File: config.mk
export PLATFORM = sky130hd
export DESIGN_NAME = bitserial_subtractor
export DESIGN_NICKNAME = d
export VERILOG_FILES = /design/src/rtl/bitserial_pkg.sv /design/src/rtl/fsub_cell.sv /design/src/rtl/bitserial_subtractor.sv
export SDC_FILE = /design/constraint.sdc
export NUM_CORES = 1
export LEC_CHECK = 0
export CORE_AREA = 2 2 46 48
export CTS_BUF_LIST = sky130_fd_sc_hd__clkbuf_4 sky130_fd_sc_hd__clkbuf_8 sky130_fd_sc_hd__clkbuf_16
export DETAILED_ROUTE_END_ITERATION = 8
export DIE_AREA = 0 0 48 50
export GPL_TIMING_DRIVEN = 0
export PLACE_DENSITY = 0.8
export SYNTH_ARGS = -nofsm -noshare
export SYNTH_HDL_FRONTEND = slang
export SYNTH_SLANG_ARGS = --single-unit
export TNS_END_PERCENT = 100
File: constraint.sdc
create_clock -name clk -period 1.4 [get_ports clk]
set_input_delay 0.21 -clock clk [delete_from_list [all_inputs] [get_ports clk]]
set_output_delay 0.21 -clock clk [all_outputs]
set_load 0.005 [all_outputs]
File: src/rtl/bitserial_pkg.sv
// Shared definitions for the bit-serial subtractor.
//   state_e    : controller states (IDLE, RUN, DONE)
//   cnt_width  : bits needed for a counter that reaches w (counts 0..w)
package bitserial_pkg;

  typedef enum logic [1:0] {
    IDLE = 2'd0,
    RUN  = 2'd1,
    DONE = 2'd2
  } state_e;

  function automatic int cnt_width(input int w);
    return $clog2(w + 1);
  endfunction

endpackage

File: src/rtl/fsub_cell.sv
// Combinational 1-bit full subtractor: d = a - b - brw (mod 2), with borrow out.
// Ports:
//   a, b      : operand bits (minuend, subtrahend)
//   brw       : borrow in
//   d         : difference bit
//   brw_next  : borrow out
module fsub_cell (
  input  logic a,
  input  logic b,
  input  logic brw,
  output logic d,
  output logic brw_next
);

  always_comb begin
    d        = a ^ b ^ brw;
    brw_next = (~a & b) | (~a & brw) | (b & brw);
  end

endmodule

File: src/rtl/bitserial_subtractor.sv
// Bit-serial unsigned subtractor: diff = (a - b - bin) mod 2^W, bout = borrow,
// processed one bit per clock LSB first through a single full-subtractor cell.
// Ports:
//   clk, rst            : clock, synchronous active-high reset
//   in_valid, in_ready  : operand handshake (in_ready high only in IDLE)
//   a, b, bin           : minuend, subtrahend, borrow-in
//   out_valid, out_ready: result handshake (out_valid high only in DONE)
//   diff, bout          : result and borrow-out, held until the next result
module bitserial_subtractor
  import bitserial_pkg::*;
#(
  parameter int W = 3
) (
  input  logic         clk,
  input  logic         rst,
  input  logic         in_valid,
  output logic         in_ready,
  input  logic [W-1:0] a,
  input  logic [W-1:0] b,
  input  logic         bin,
  output logic         out_valid,
  input  logic         out_ready,
  output logic [W-1:0] diff,
  output logic         bout
);

  localparam int            CW       = cnt_width(W);
  localparam logic [CW-1:0] LAST_BIT = CW'(W - 1);

  state_e        state_q, state_d;
  logic [CW-1:0] cnt_q, cnt_d;
  logic [W-1:0]  a_sh_q, a_sh_d;
  logic [W-1:0]  b_sh_q, b_sh_d;
  logic [W-1:0]  res_q, res_d;
  logic [W-1:0]  diff_q, diff_d;
  logic          brw_q, brw_d;
  logic          bout_q, bout_d;

  logic          cell_d;
  logic          cell_brw;
  logic          accept;
  logic          last_step;
  logic [W:0]    res_ext;

  fsub_cell u_cell (
    .a        (a_sh_q[0]),
    .b        (b_sh_q[0]),
    .brw      (brw_q),
    .d        (cell_d),
    .brw_next (cell_brw)
  );

  assign in_ready  = (state_q == IDLE);
  assign out_valid = (state_q == DONE);
  assign diff      = diff_q;
  assign bout      = bout_q;

  assign accept    = in_valid & in_ready;
  assign last_step = (state_q == RUN) && (cnt_q == LAST_BIT);
  // New bit enters at the MSB; taking [W:1] also covers W=1 cleanly.
  assign res_ext   = {cell_d, res_q};

  always_comb begin
    state_d = state_q;
    cnt_d   = cnt_q;
    unique case (state_q)
      IDLE: begin
        if (accept) begin
          state_d = RUN;
          cnt_d   = '0;
        end
      end
      RUN: begin
        cnt_d = cnt_q + CW'(1);
        if (cnt_q == LAST_BIT) state_d = DONE;
      end
      DONE: begin
        if (out_ready) state_d = IDLE;
      end
      default: state_d = IDLE;
    endcase
  end

  // Working result lives in res_q so the visible diff only changes on completion.
  always_comb begin
    a_sh_d = a_sh_q;
    b_sh_d = b_sh_q;
    brw_d  = brw_q;
    res_d  = res_q;
    diff_d = diff_q;
    bout_d = bout_q;
    if (accept) begin
      a_sh_d = a;
      b_sh_d = b;
      brw_d  = bin;
    end else if (state_q == RUN) begin
      a_sh_d = a_sh_q >> 1;
      b_sh_d = b_sh_q >> 1;
      brw_d  = cell_brw;
      res_d  = res_ext[W:1];
    end
    if (last_step) begin
      diff_d = res_ext[W:1];
      bout_d = cell_brw;
    end
  end

  always_ff @(posedge clk) begin
    if (rst) begin
      state_q <= IDLE;
      cnt_q   <= '0;
      diff_q  <= '0;
      bout_q  <= 1'b0;
    end else begin
      state_q <= state_d;
      cnt_q   <= cnt_d;
      diff_q  <= diff_d;
      bout_q  <= bout_d;
    end
  end

  always_ff @(posedge clk) begin
    a_sh_q <= a_sh_d;
    b_sh_q <= b_sh_d;
    brw_q  <= brw_d;
    res_q  <= res_d;
  end

endmodule

==> results of run 1 <==
stage by stage:
stage / cells / cell area (µm²) / util, % / TNS, ns
global placement: 102 / 970 / 51.0 / -1.46
CTS: 109 / 1030 / 54.1 / -0.152
finish: 115 / 1110 / 58.2 / -0.0643
global route: 115 / 1110 / 58.2 / -0.162
floorplan: 59 / 776 / - / 0
detailed placement: 102 / 970 / 51.0 / -1.50
cells in the final DEF (no fill, tap or decap), types with 2 or more instances in the layout:
master           count
nor2_1               3
o21ba_2              2
buf_4                8
dfxtp_4              2
clkbuf_4             4
dfxtp_1              5
inv_1                2
nand2b_1             7
and2_1               3
nor2b_1              2
edfxtp_1             9
buf_6                3
mux2i_1              3
mux2_4               6
clkdlybuf4s50_1     13
worst max-delay path, delay by kind of cell, from the launching register on:
family                 cells  cell delay, ns
DFF                        1            0.36
buffers and inverters      2            0.29
muxes                      1            0.30
and+or+nand+nor            1            0.24
cell type report:
cell class,instances,share of cell area [%]
Buffer,2,1.36
Clock buffer,4,2.71
Inverter,3,1.02
Multi-Input combinational cell,36,30.1
Sequential cell,17,39.7
Tap cell,27,3.05
Timing Repair Buffer,26,22.1
flip-flops by register name, summed over array words and instances (netlist names):
| signal | flops |
|---|---|
| a_sh_q | 3 |
| b_sh_q | 3 |
| diff | 3 |
| cnt_q | 2 |
| res_q | 2 |
| state_q | 2 |
| bout | 1 |
| brw_q | 1 |
timing repair:
action / in CTS / in global routing
resized for setup: 6 / 11
endpoints found under the setup margin: 8 / 8
buffers inserted: 4 / 6
pin swaps: 2 / 1
how the worst max path moves through the flow:
| stage | slack, ns | to |
|---|---|---|
| finish | -0.02 | a_sh_q[0] |
| global route | -0.04 | a_sh_q[0] |
| CTS | -0.04 | a_sh_q[0] |
| detailed placement | -0.26 | brw_q |
| global placement | -0.26 | a_sh_q[0] |
| floorplan | 0.06 | diff[2] |
synth_stat cells, drive strengths merged:
cell,count,area share (%)
ha,1,1.6
nor3b,2,3.4
and2b,1,0.97
or4b,1,1.3
o31ai,1,0.97
nor2,3,1.5
and2,3,2.4
dfxtp,8,21
mux2,6,9.2
edfxtp,9,35
mux2i,3,3.9
clkbuf,1,0.48
fa,1,2.6
a21oi,1,0.64
inv,3,1.5
o21ba,2,2.6
nor2b,2,1.6
nand2b,7,5.6
o2bb2ai,1,1.1
buf,2,2.1
and3b,1,1.1
routing by layer:
layer / up-vias / routed length [µm] / global-route usage, %
li1: 264 / - / -
met1: 226 / 625 / 13.5
met2: 15 / 624 / 16.9
met3: 0 / 76 / 6.96
met4: 0 / 0 / 2.70
met5: - / 0 / 0
kinds of logic (layout without fill, tap and decap cells):
kind of cell / after synthesis / in the layout / synth area share, %
AND/OR/NAND/NOR: 20 / 20 / 17.9
flip-flops: 17 / 17 / 55.5
multiplexers: 9 / 9 / 13.1
buffers and inverters: 6 / 35 / 4.03
AO/OA/AOI/OAI: 5 / 5 / 5.32
adder cells (fa/ha/maj): 2 / 2 / 4.19
power breakdown:
part           switching [mW]  leakage (nW)  internal (mW)  total [mW]
clock network           0.145        0.0184          0.130       0.275
registers              0.0164         0.158          0.575       0.592
logic                  0.0694         0.279          0.113       0.182
total                   0.231         0.456          0.818        1.05
==> reports/results.ini, run 1 <==
[run_status]
run_status=complete, but fails checks
violations=setup timing

[placed_design]
portBuffers=16
dp_slack_ns=-0.258
place_congestion=0.747
post-dp-hpwl_um=873

[cts]
cts_tree=yes
path_clk_slew_ns=0.09
clock-sinks=17
cts_root_buffer=clkbuf_4
htree_levels=1
clockBufferDepth=2
cts_buffers=3
clk_latency_ns=0.28
cts-hold-fix-buffers=0

[flow_run]
maxCapViolCount=0

[power]
vdd_drop_max_mv=0.781
total_power_mw=1.05
pwr_density_cell_nw_per_um2=949
p_leak_nw=0.456

[critical_path]
crit_chain=buf_6 > nor3b_4 > buf_6 > mux2_4
reg2reg_slack_ns=-0.02
critPathArrivalTime_ns=1.47
cpMostUsedCell=buf_6
crit_type=reg2reg
r2r_end=a_sh_q[0]
crit_required_ns=1.44
start_kind=flop
ff2ff_path_depth=4
rr_startpoint=state_q[1]
max_stage_delay_ns=0.36
critPathLaunch=state_q[1]
cp-end-kind=flop
crit_fanout=5
worst_path_max_delay_cell=dfxtp_4

[timing]
setup_slack_ns=-0.0218
rsz0062_at_grt=yes
fin_crit_ns=1.42
worstMarginPinSlew_ns=0.351
period_share_pct=102
hold_slack_ns=0.476
fin_worst_skew_ns=0.00121
setup_violations=4
final_max_slew_viol_count=0
hold_viol=0
max_freq_mhz=703
slew-limit-headroom_pct=76.6

[die]
dieArea_um2=2400
rows=16
fp.dieH_um=50
coreArea_um2=1900
io_pins=17
die-width_um=48
start_util_pct=40.8

[global_route]
grt_usage_pct=11.3
grt_pass1_vias=454
grt_pass1_wl_um=1870
antenna_found_initial=0
grt_overflow=0
grt_max_degree=11

[min_path]
holdCritStartpoint=bout
holdPathEnd=bout
whs_path_depth=2
hp-class=reg2reg

[detailed_routing]
wl_per_cell_um=11.5
num_vias=505
drt-total-wl_um=1330
drc=0
avgViaCountPerCell=4.39
drt_iter0_markers=3
ant_nets=0
first_pass_iters=2

[cells_and_area]
drive_gt1_share_pct=31.8
areaGrowthSynthToFinish_pct=42.6
n_fill_cell=165
antenna_cells=0
nNetsFinal=102
regArea_um2=439
multiInputGateArea_um2=333

[synth]
syn_area_um2=776
synth_warnings=0
synth_area_per_cell_um2=13.1
ys_seq_area_share_pct=55.5
synth_cell_types=24
ys_ff_latch=17
syn_inst=59
synth_fp_nets=72

No activity file was read; power rests on OpenSTA's default activity.
==> run 2: changes to the inputs <==
- REMOVE_ABC_BUFFERS: default -> 1
==> run 2 against run 1 <==
The run now ends clean. Largest cell class unchanged. Clock power hardly changed. Total power is 0.70% lower. First-iteration DRC count grew 100%. Critical endpoint is now diff[2]. Sequential share of layout area grew 2.7 points. Global-route usage fell by 0.99 points.
==> reports/results.ini, run 2 (synthesis gave the netlist of run 1 again) <==
[cts]
path_clk_slew_ns=0.09  ; about the same
cts_tree=yes
cts_root_buffer=clkbuf_4
cts_buffers=3  ; unchanged
clock-sinks=17  ; unchanged
htree_levels=1  ; unchanged
clockBufferDepth=2  ; unchanged
clk_latency_ns=0.28  ; about the same

[power]
vdd_drop_max_mv=0.477  ; -39%
p_comb_share_pct=16.5  ; -0.9 points
power.switching_mw=0.228  ; -0.98%
p_leak_nw=0.396  ; -13%
clock_power_share_pct=26.6  ; +0.4 points
power.internal_mw=0.813  ; -0.63%
switching_share_pct=21.9  ; -0.061 points
p_seq_share_pct=56.9  ; +0.5 points
pwr_density_cell_nw_per_um2=1010  ; +6.3%

[global_route]
grt_max_degree=15  ; +4
grt_pass1_vias=422  ; -7.0%
grt_usage_pct=10.3  ; -0.99 points
grt_pass1_wl_um=1710  ; -8.5%
grt_overflow=0  ; unchanged
antenna_found_initial=0  ; unchanged

[cells_and_area]
drive_gt1_share_pct=24.7  ; -7.1 points
final_common_cell=clkdlybuf4s50_1
fin_util_pct=54.3  ; -3.8 points
n_fill_cell=161  ; -2.4%
areaGrowthSynthToFinish_pct=33.2
nNetsFinal=95  ; -6.9%
fin_cells=108  ; -6.1%
final_cell_mix=clkdlybuf4s50_1 (14), edfxtp_1 (9), nand2b_1 (7)
antenna_cells=0  ; unchanged

[detailed_routing]
ant_nets=0  ; unchanged
wl_per_cell_um=11.5  ; -0.10%
first_pass_iters=2  ; unchanged
drc=0  ; unchanged
met3_length_um=68  ; -11%
wl_met2_um=626  ; +0.32%
drt-total-wl_um=1240  ; -6.2%
avgViaCountPerCell=4.49  ; +2.3%
maxUsedRoutingLayer=met4
num_vias=485  ; -4.0%
drt-met1-wl_um=533  ; -15%
drt_iter0_markers=6  ; +3

[timing]
hold_viol=0  ; unchanged
slew-limit-headroom_pct=75.1  ; -1.4 points
fin_crit_ns=1.36  ; -0.0605 ns
setup_violations=0  ; -4
period_share_pct=97.2  ; -4.3 points
worstMarginPinSlew_ns=0.372  ; +0.0205 ns
fin_worst_skew_ns=0.00142  ; +0.000211 ns
final_max_slew_viol_count=0  ; unchanged
rsz0062_at_grt=yes
max_freq_mhz=735  ; +4.4%

[critical_path]
critPathLaunch=brw_q
start_kind=flop
crit_required_ns=1.58  ; +0.14 ns
cp-end-kind=flop
rr_startpoint=brw_q
crit_fanout=2  ; -3
crit_type=reg2reg
critPathArrivalTime_ns=1.54  ; +0.07 ns

[placed_design]
placed_cells=99  ; -2.9%
portBuffers=16  ; unchanged
post-dp-hpwl_um=885  ; +1.4%
place_congestion=0.684  ; -8.5%

[die]
dieArea_um2=2400  ; unchanged
start_util_pct=40.8  ; unchanged
die-width_um=48  ; unchanged
coreArea_um2=1900  ; unchanged
fp.dieH_um=50  ; unchanged
rows=16  ; unchanged
io_pins=17  ; unchanged

[min_path]
holdCritStartpoint=res_q[2]
hp-class=reg2reg

[run_status]
run_status=finished, final reports clean

[flow_run]
maxCapViolCount=0  ; unchanged

==> run 2: cell types whose count changed in the layout (fill, tap and decap cells not counted), sizes merged <==
cell and delta:
dlymetal6s2s -1, buf -6, clkdlybuf4s15 -1, clkdlybuf4s50 +1, clkbuf -1, dlygate4sd2 +1
==> run 2: power groups by stage <==
stage,Sequential (mW),Combinational (mW),Clock [mW]
3_3_place_gp,0.608,0.136,0
5_1_grt,0.598,0.187,0.307
6_report,0.593,0.172,0.277
2_1_floorplan,0.604,0.0827,0
4_1_cts,0.593,0.153,0.285
3_5_place_dp,0.611,0.138,0
==> run 2: path summary, 6_finish.rpt <==
path | endpoint | slack, ns | cells past startpoint
min reg2reg | res_q[1] | 0.47 | 0
max | diff[2] | 0.04 | 3
min | res_q[1] | 0.47 | 0
max reg2reg | diff[2] | 0.04 | 3
==> run 2: repair_timing <==
action                                  in CTS  in global routing
endpoints found under the setup margin       8                  6
pin swaps                                    2                  3
buffers inserted                             5                  1
resized for setup                            7                  2
hold buffers                                 0                  0
==> run 2: area by class of cell <==
type | count | area [µm²] | area share (%)
sequential | 17 | 438 | 42.4
multi-input combinational | 36 | 322 | 31.1
timing repair buffer | 21 | 199 | 19.2
tap | 27 | 33.8 | 3.27
clock buffer | 4 | 30.0 | 2.91
inverter | 3 | 11.3 | 1.09
==> run 2: metal layers <==
metal | vias to the layer above | GRT usage, %
met5 | - | 0
met4 | 0 | 6.76
met3 | 2 | 2.56
met2 | 14 | 16.0
met1 | 222 | 11.9
li1 | 247 | -
==> run 2: per-stage QoR <==
step / cell area (µm²) / hold slack [ns] / power (mW) / worst slack, ns / setup TNS [ns]
6_report: 1030 / 0.466 / 1.04 / 0.0387 / 0
4_1_cts: 1030 / 0.469 / 1.03 / 0.00961 / 0
2_1_floorplan: 756 / 0.313 / 0.687 / 0.0681 / 0
5_1_grt: 1030 / 0.475 / 1.09 / -0.00844 / -0.00844
3_5_place_dp: 950 / 0.456 / 0.748 / -0.321 / -1.70
3_3_place_gp: 950 / 0.446 / 0.744 / -0.304 / -1.62
==> run 2: worst max-delay path: stages, from the launching register on <==
cell      delay, ns
edfxtp_1       0.41
fa_1           0.54
nor2_1         0.05
mux2_4         0.26
